[config.mk]
export PLATFORM = sky130hd
export DESIGN_NAME = series_engine
export DESIGN_NICKNAME = d
export VERILOG_FILES = /design/src/rtl/series_engine.sv
export SDC_FILE = /design/constraint.sdc
export NUM_CORES = 1
export LEC_CHECK = 0
export ABC_CLOCK_PERIOD_IN_PS = 8460
export CAP_MARGIN = 25
export CORE_UTILIZATION = 40
export DETAILED_ROUTE_END_ITERATION = 16
export PLACE_DENSITY = 0.58
export SKIP_CTS_REPAIR_TIMING = 1
export SYNTH_ARGS = -nofsm -noshare
export SYNTH_HDL_FRONTEND = slang
export SYNTH_SLANG_ARGS = --single-unit
export TNS_END_PERCENT = 50
[constraint.sdc]
create_clock -name clk -period 8.46 [get_ports clk]
set_input_delay 1.692 -clock clk [delete_from_list [all_inputs] [get_ports clk]]
set_output_delay 1.692 -clock clk [all_outputs]
set_load 0.02 [all_outputs]
[src/rtl/series_engine.sv]
// Truncated power-series evaluator: result = sum of s_k*T_k with T_k = T_(k-1)*x*coef[k-1].
// One shared W x W multiplier, sequenced by an INIT/ACC/MUL_X/MUL_C state machine.
module series_engine #(
    parameter int W     = 16,
    parameter int FRAC  = 12,
    parameter int DEPTH = 8,
    localparam int NW   = $clog2(DEPTH + 2),
    localparam int AW   = $clog2(DEPTH)
) (
    input  logic          clk,
    input  logic          rst_n,
    input  logic          start,
    input  logic [W-1:0]  x,
    input  logic [NW-1:0] n_terms,
    input  logic          alt,
    input  logic [W-1:0]  thresh,
    input  logic          coef_we,
    input  logic [AW-1:0] coef_addr,
    input  logic [W-1:0]  coef_data,
    output logic          busy,
    output logic          done,
    output logic [W-1:0]  result,
    output logic [NW-1:0] terms_used
);

    localparam logic [W-1:0]  ONE  = W'(1) << FRAC;
    localparam logic [NW-1:0] NMAX = NW'(DEPTH + 1);

    typedef enum logic [2:0] {
        S_IDLE,
        S_INIT,
        S_ACC,
        S_MUL_X,
        S_MUL_C,
        S_FINISH
    } state_t;

    state_t        state_reg;
    logic [W-1:0]  x_reg;
    logic          alt_reg;
    logic [W-1:0]  thresh_reg;
    logic [NW-1:0] n_reg;
    logic [W-1:0]  t_reg;
    logic [W-1:0]  r_reg;
    logic [NW-1:0] k_reg;
    logic          busy_reg;
    logic          done_reg;
    logic [W-1:0]  result_reg;
    logic [NW-1:0] terms_reg;
    logic [W-1:0]  coef_reg [DEPTH];

    // Coefficient file: host writes only land while the engine is not busy.
    genvar gi;
    generate
        for (gi = 0; gi < DEPTH; gi++) begin : g_coef
            always_ff @(posedge clk or negedge rst_n) begin
                if (!rst_n) begin
                    coef_reg[gi] <= '0;
                end else if (coef_we && !busy_reg && (coef_addr == AW'(gi))) begin
                    coef_reg[gi] <= coef_data;
                end
            end
        end
    endgenerate

    logic [AW-1:0]         coef_idx;
    logic [W-1:0]          mul_b;
    logic signed [2*W-1:0] prod;
    logic signed [2*W-1:0] prod_shift;
    logic [W-1:0]          t_mul;
    logic [W-1:0]          t_abs;
    logic [W-1:0]          r_next;
    logic [NW-1:0]         k_inc;
    logic [NW-1:0]         n_clamped;
    logic                  early_stop;
    logic                  last_term;

    // In MUL_C, k already counts the terms accumulated, so T_k uses coef[k-1].
    assign coef_idx   = AW'(k_reg - NW'(1));
    assign mul_b      = (state_reg == S_MUL_X) ? x_reg : coef_reg[coef_idx];
    assign prod       = $signed(t_reg) * $signed(mul_b);
    assign prod_shift = prod >>> FRAC;
    assign t_mul      = prod_shift[W-1:0];

    // Magnitude as unsigned W bits; the most negative value maps to 2^(W-1).
    assign t_abs      = t_reg[W-1] ? (-t_reg) : t_reg;
    assign early_stop = (thresh_reg != '0) && (t_abs < thresh_reg);
    assign k_inc      = k_reg + NW'(1);
    assign last_term  = (k_inc == n_reg);
    assign r_next     = (alt_reg && k_reg[0]) ? (r_reg - t_reg) : (r_reg + t_reg);
    assign n_clamped  = (n_terms > NMAX) ? NMAX : n_terms;

    always_ff @(posedge clk or negedge rst_n) begin
        if (!rst_n) begin
            state_reg  <= S_IDLE;
            x_reg      <= '0;
            alt_reg    <= 1'b0;
            thresh_reg <= '0;
            n_reg      <= '0;
            t_reg      <= '0;
            r_reg      <= '0;
            k_reg      <= '0;
            busy_reg   <= 1'b0;
            done_reg   <= 1'b0;
            result_reg <= '0;
            terms_reg  <= '0;
        end else begin
            case (state_reg)
                S_IDLE: begin
                    done_reg <= 1'b0;
                    if (start) begin
                        x_reg      <= x;
                        alt_reg    <= alt;
                        thresh_reg <= thresh;
                        n_reg      <= n_clamped;
                        busy_reg   <= 1'b1;
                        state_reg  <= S_INIT;
                    end
                end
                S_INIT: begin
                    t_reg <= ONE;
                    r_reg <= '0;
                    k_reg <= '0;
                    if (n_reg == '0) begin
                        // r still holds the previous run here, so report zero directly.
                        result_reg <= '0;
                        terms_reg  <= '0;
                        busy_reg   <= 1'b0;
                        done_reg   <= 1'b1;
                        state_reg  <= S_FINISH;
                    end else begin
                        state_reg <= S_ACC;
                    end
                end
                S_ACC: begin
                    r_reg <= r_next;
                    k_reg <= k_inc;
                    if (last_term || early_stop) begin
                        result_reg <= r_next;
                        terms_reg  <= k_inc;
                        busy_reg   <= 1'b0;
                        done_reg   <= 1'b1;
                        state_reg  <= S_FINISH;
                    end else begin
                        state_reg <= S_MUL_X;
                    end
                end
                S_MUL_X: begin
                    t_reg     <= t_mul;
                    state_reg <= S_MUL_C;
                end
                S_MUL_C: begin
                    t_reg     <= t_mul;
                    state_reg <= S_ACC;
                end
                S_FINISH: begin
                    done_reg  <= 1'b0;
                    state_reg <= S_IDLE;
                end
                default: begin
                    busy_reg  <= 1'b0;
                    done_reg  <= 1'b0;
                    state_reg <= S_IDLE;
                end
            endcase
        end
    end

    assign busy       = busy_reg;
    assign done       = done_reg;
    assign result     = result_reg;
    assign terms_used = terms_reg;

endmodule

After elaboration in Yosys (flattened, before gate mapping)
Index checks and enable logic that the tools add are counted.

$add $sub $neg: 5. Multipliers: 1. $lt $le $gt $ge: 3. Eq/ne operators: 16. Mux-type cells: 27. Bitwise gates (word level): 3. Reduce and logical (&&, ||, !) cells: 25.

Operators by type and width (count): 16-bit 2-to-1 mux (7); 16-bit case mux with 2 select lines (3); 16-bit binary-select mux with 3-bit select (1); 16-bit by 16-bit multiplier with 28-bit output (1); 3-bit equality test (second input constant) (6); 16-bit adder (1); 16-bit < comparator (1); 16-bit negator (1); 4-bit case mux with 2 select lines (2); 16-bit nonzero test (1); 16-bit subtractor (1); 3-bit case mux with 5 select lines (1); 3-bit by 2-bit equality test with 1-bit output (second input constant) (4); 4-bit 2-to-1 mux (3); 1-bit logical AND (11); 3-bit 2-to-1 mux (3); 3-bit by 1-bit equality test with 1-bit output (second input constant) (2); 3-bit logical NOT (2); 2-bit inequality test (second input constant) (3); 3-bit AND reduction (2); 1-bit 2-to-1 mux (5); 4-bit by 1-bit adder with 4-bit output (second input constant) (1); 4-bit equality test (1); 4-bit greater-or-equal comparator (second input constant) (1); other kinds (14) (16).

Register bits: 226. Input bits: 60. Output and inout port bits: 22. Word-level logic and storage cells: 100.

Longest topological paths before layout
Depth in word-level cells: 8. Gate-level depth with buffers: 37.

Worst setup path before layout
OpenSTA, ideal clock, no wires.

Path type: register to register. Start: register k_reg[0]. End: register t_reg[14]. Arrival: 8.848 ns. Data required time: 8.338 ns. Slack: -0.510 ns. Cell stages (with the launch flop): 33. Path buffers: 9. Period minus slack after synthesis: 8.970 ns. Path through: dfrtp_1 buf_4 buf_4 buf_2 buf_2 inv_1 ha_1 clkbuf_1 buf_2 buf_2 buf_1 mux4_2 mux2i_1 a21oi_1 buf_2 nand2_1 fa_1 fa_1 fa_1 fa_1 inv_1 fa_1 fa_1 ha_1 a21o_1 a21o_1 a221oi_1 o21ai_0 o211ai_1 nor2b_1 a211oi_1 or3_1 a32o_1.

Cells in the longest elaborated chain, start to end: 8.

Ends and longest elaborated chain: from (decl) (RTL line 45) `logic [NW-1:0] k_reg;`; from (signal assigned) (RTL line 137) `k_reg <= k_inc;`; 3-bit by 1-bit subtractor with 3-bit output (RTL line 79) `assign coef_idx = AW'(k_reg - NW'(1));`; 3-bit inverter with 4-bit output (implied by the code) (RTL line 80) `assign mul_b = (state_reg == S_MUL_X) ? x_reg : coef_reg[coef_idx];`; 16-bit binary-select mux with 3-bit select (RTL line 80); 16-bit 2-to-1 mux (implied by the code) (2 in series) (RTL line 80); 16-bit 2-to-1 mux (RTL line 80); 16-bit by 16-bit multiplier with 28-bit output (RTL line 81) `assign prod = $signed(t_reg) * $signed(mul_b);`; 16-bit case mux with 2 select lines (RTL line 108) `case (state_reg)`; to (signal assigned) (RTL line 149) `t_reg <= t_mul;`; to (signal assigned) (RTL line 153) `t_reg <= t_mul;`; to (decl) (RTL line 43) `logic [W-1:0] t_reg;`.

No other way between the ends. The select of a mux whose other input is x is not followed. A chain may end at the register's enable or synchronous reset.

Worst setup path in the final report
Start: register k_reg[1]. End: register t_reg[14].

Same word-level chain as after synthesis.

==> summary.md <==
| Metric | Value |
|---|---|
| Fin crit share | 0.948 |
| Crit path max-delay family | adder cells |
| Clk sink count | 226 |
| Vias in the first global route | 14800 |
| Remaining Overflow, GRT | 0 |
| Main flop type after synthesis | dfrtp_1 |
| Tmin final | 8020 ps |
| Clock Pin Slew Worst Setup and Hold Paths | about 60 ps |
| Die width | 226 um |
| Nets | ~2400 |
| Full die area | 50900 um^2 |
| ANT nets after route | 0 |
| Actual slew at the worst max-slew pin | 1020 ps |
| Layout cells sized above 1 | 0.155 |
| FF+latch count, synth | roughly 230 |
| Sequential element share of the synthesized area | 0.283 |
| Max stage delay on crit path | 510 ps |
| Syn Area/Cell | 10.6 um^2 |
| Clock Latency Late Sink | 540 ps |
| Setup TNS | 0 ps |
| Buffers and inverters on the worst path | 7 |
| Cells after synthesis | 1888 |
| Final hold violations | 0 |
| Final Core Density | 0.459 |
| Largest net degree at the start of global routing | between 80 and 90 |
| FILL cells | around 4600 |
| Starting DRT DRC Count | roughly 700 |
| Via count | 13600 |
| F_max | 125 MHz |
| TritonCTS clock tree | built |
| Setup Crit Path Kind | reg -> reg |
| Net Count, Synth | 2285 |
| First-pass GRT wire length | 82800 um |
| CORE AREA | 49200 um^2 |
| Routed vias/inst | 5.15 |
| Detail Placement HPWL | 38600 um |
| Cell types occupying the most area after synthesis | dfrtp_1, fa_1, mux2_2 |
| CP Capture Type | flop |
| Gr usage total | 0.210 |
| Max reg flops | 128 |
| Share of Yosys cell area claimed by the top area cell type | 0.283 |
| Routability Congestion | around 0.89 |
| Root Buffer | clkbuf_16 |
| HP Class | reg -> reg |
| Yosys warns | 0 |
| Clock Skew | 11.2 ps |
| CP most frequent cell | fa_1 |
| Total CTS buffers | 23 |
| Initial Util | 0.407 |
| Setup violators final | 0 |
| FP Rows | 81 |
| Inserted Diodes | 0 |
| CP max FO | 10 |
| Final Slew Violations | 0 |
| Area Overhead vs Synth | 12.9% |
| CTS Buffer Depth | 3 |
| Startpoint types | flop |
| Netlist cell types | 59 |
| Initial antenna violation count | 2 |
| Hold slack | slightly below 500 ps |
| Residual DRC | 0 |
| Max-Slew Margin vs Limit | 0.317 |
| Avg WL per Cell | 19.3 um |
| Max Cap Viol | 0 |
| Synth area leader | dfrtp_1 |
| Port bufs | 81 |
| Data arrival, critical path | 8440 ps |
| Outcome | finished, final reports clean |
| CTS H-tree depth | 1 |
| DRT Pass-1 Iters | 5 |
| Mapped Area | 20000 um^2 |
| Post-synth EDFFs | 0 |
| Critical Path RT | about 8900 ps |
| RSZ-0062 raised after global routing | false |
| Die Y | 226 um |
| Drt total wl | 51000 um |
| Async set-reset flop share out of synthesis | 1.00 |
| I/O pin count | approximately 80 |
| Highest-delay cell along the critical path | fa_1 |
-- through the flow --
stage	setup slack [ps]	cell area, um^2	instances
CTS	262	22500	2631
global placement	585	21700	2590
finish	439	22600	2636
global route	7.26	22600	2636
floorplan	17.3	20000	1888
detailed placement	313	21700	2591
-- worst reg2reg max path, delay by kind of cell, from the launching register on --
kind	cells	cell delay [ps]
fa+ha+maj	8	3660
compound gates	6	1620
simple gates	6	1050
buf+inv	7	700
mux	2	470
flops	1	400
-- placed cells by master, fill, tap and decap left out, drive strengths merged, types with 13 or more instances in the layout --
| master | synthesis | layout |
|---|---|---|
| and2 | 43 | 43 |
| or3 | 19 | 19 |
| buf | 17 | 54 |
| xor2 | 25 | 25 |
| a21o | 31 | 31 |
| a21oi | 30 | 30 |
| nor2b | 77 | 77 |
| inv | 304 | 307 |
| mux2 | 164 | 164 |
| ha | 108 | 108 |
| clkdlybuf4s50 | 0 | 80 |
| nand2 | 182 | 182 |
| o31ai | 13 | 13 |
| nand2b | 23 | 23 |
| mux2i | 17 | 17 |
| fa | 229 | 229 |
| clkbuf | 73 | 29 |
| o21ai | 60 | 60 |
| mux4 | 32 | 32 |
| xnor2 | 54 | 54 |
| nor2 | 63 | 63 |
| dfrtp | 226 | 226 |
-- Yosys cell counts, types with 8 or more instances --
| cell | instances |
|---|---|
| nand3b_1 | 8 |
| dfrtp_1 | 226 |
| mux2i_1 | 17 |
| xnor2_1 | 54 |
| buf_2 | 9 |
| xor2_1 | 24 |
| a21o_1 | 31 |
| nor2b_1 | 77 |
| and2_1 | 43 |
| nand2b_1 | 23 |
| a21oi_1 | 30 |
| clkbuf_1 | 73 |
| nor2_1 | 63 |
| o31ai_1 | 13 |
| mux2_2 | 164 |
| nand2_1 | 181 |
| fa_1 | 229 |
| o21ai_0 | 56 |
| ha_1 | 108 |
| mux4_2 | 32 |
| nor3_1 | 8 |
| or3_1 | 13 |
| inv_1 | 304 |
-- per-layer routing --
metal  track usage  vias to the layer above  routed length, um
met4        0.0320                        2                562
met3        0.0237                       43               1870
li1              -                     6196                  -
met2         0.365                      234              25600
met1         0.287                     7098              23000
met5             0                        -                 11
-- cell type report --
cell class                 instances  area, um^2  share of cell area
timing repair buffer             134        1280              0.0568
multi-input combinational       1268       12900               0.570
sequential                       226        5660               0.251
clock buffer                      29         628              0.0278
tap                              664         831              0.0368
clock inverter                    11         158             0.00699
inverter                         304        1140              0.0506
-- final timing paths --
check,from,endpoint,slack [ps],cells past startpoint
worst min-delay path,r_reg[13],r_reg[13],490,2
worst max-delay path,k_reg[1],t_reg[14],440,29
max in group asynchronous,rst_n,k_reg[0],6260,3
worst min register to register,r_reg[13],r_reg[13],490,2
min in group asynchronous,rst_n,x_reg[11],1070,1
worst max register to register,k_reg[1],t_reg[14],440,29
-- kinds of logic after synthesis --
logic type	share of synthesized area
multiplexers	0.137
flip-flops	0.283
adder cells (fa/ha/maj)	0.297
AO/OA/AOI/OAI	0.0571
XOR/XNOR	0.0350
AND/OR/NAND/NOR	0.116
buffers and inverters	0.0751
Power is not shown: default switching activity piles up to over one toggle a cycle in this logic, so the estimate is an artifact.
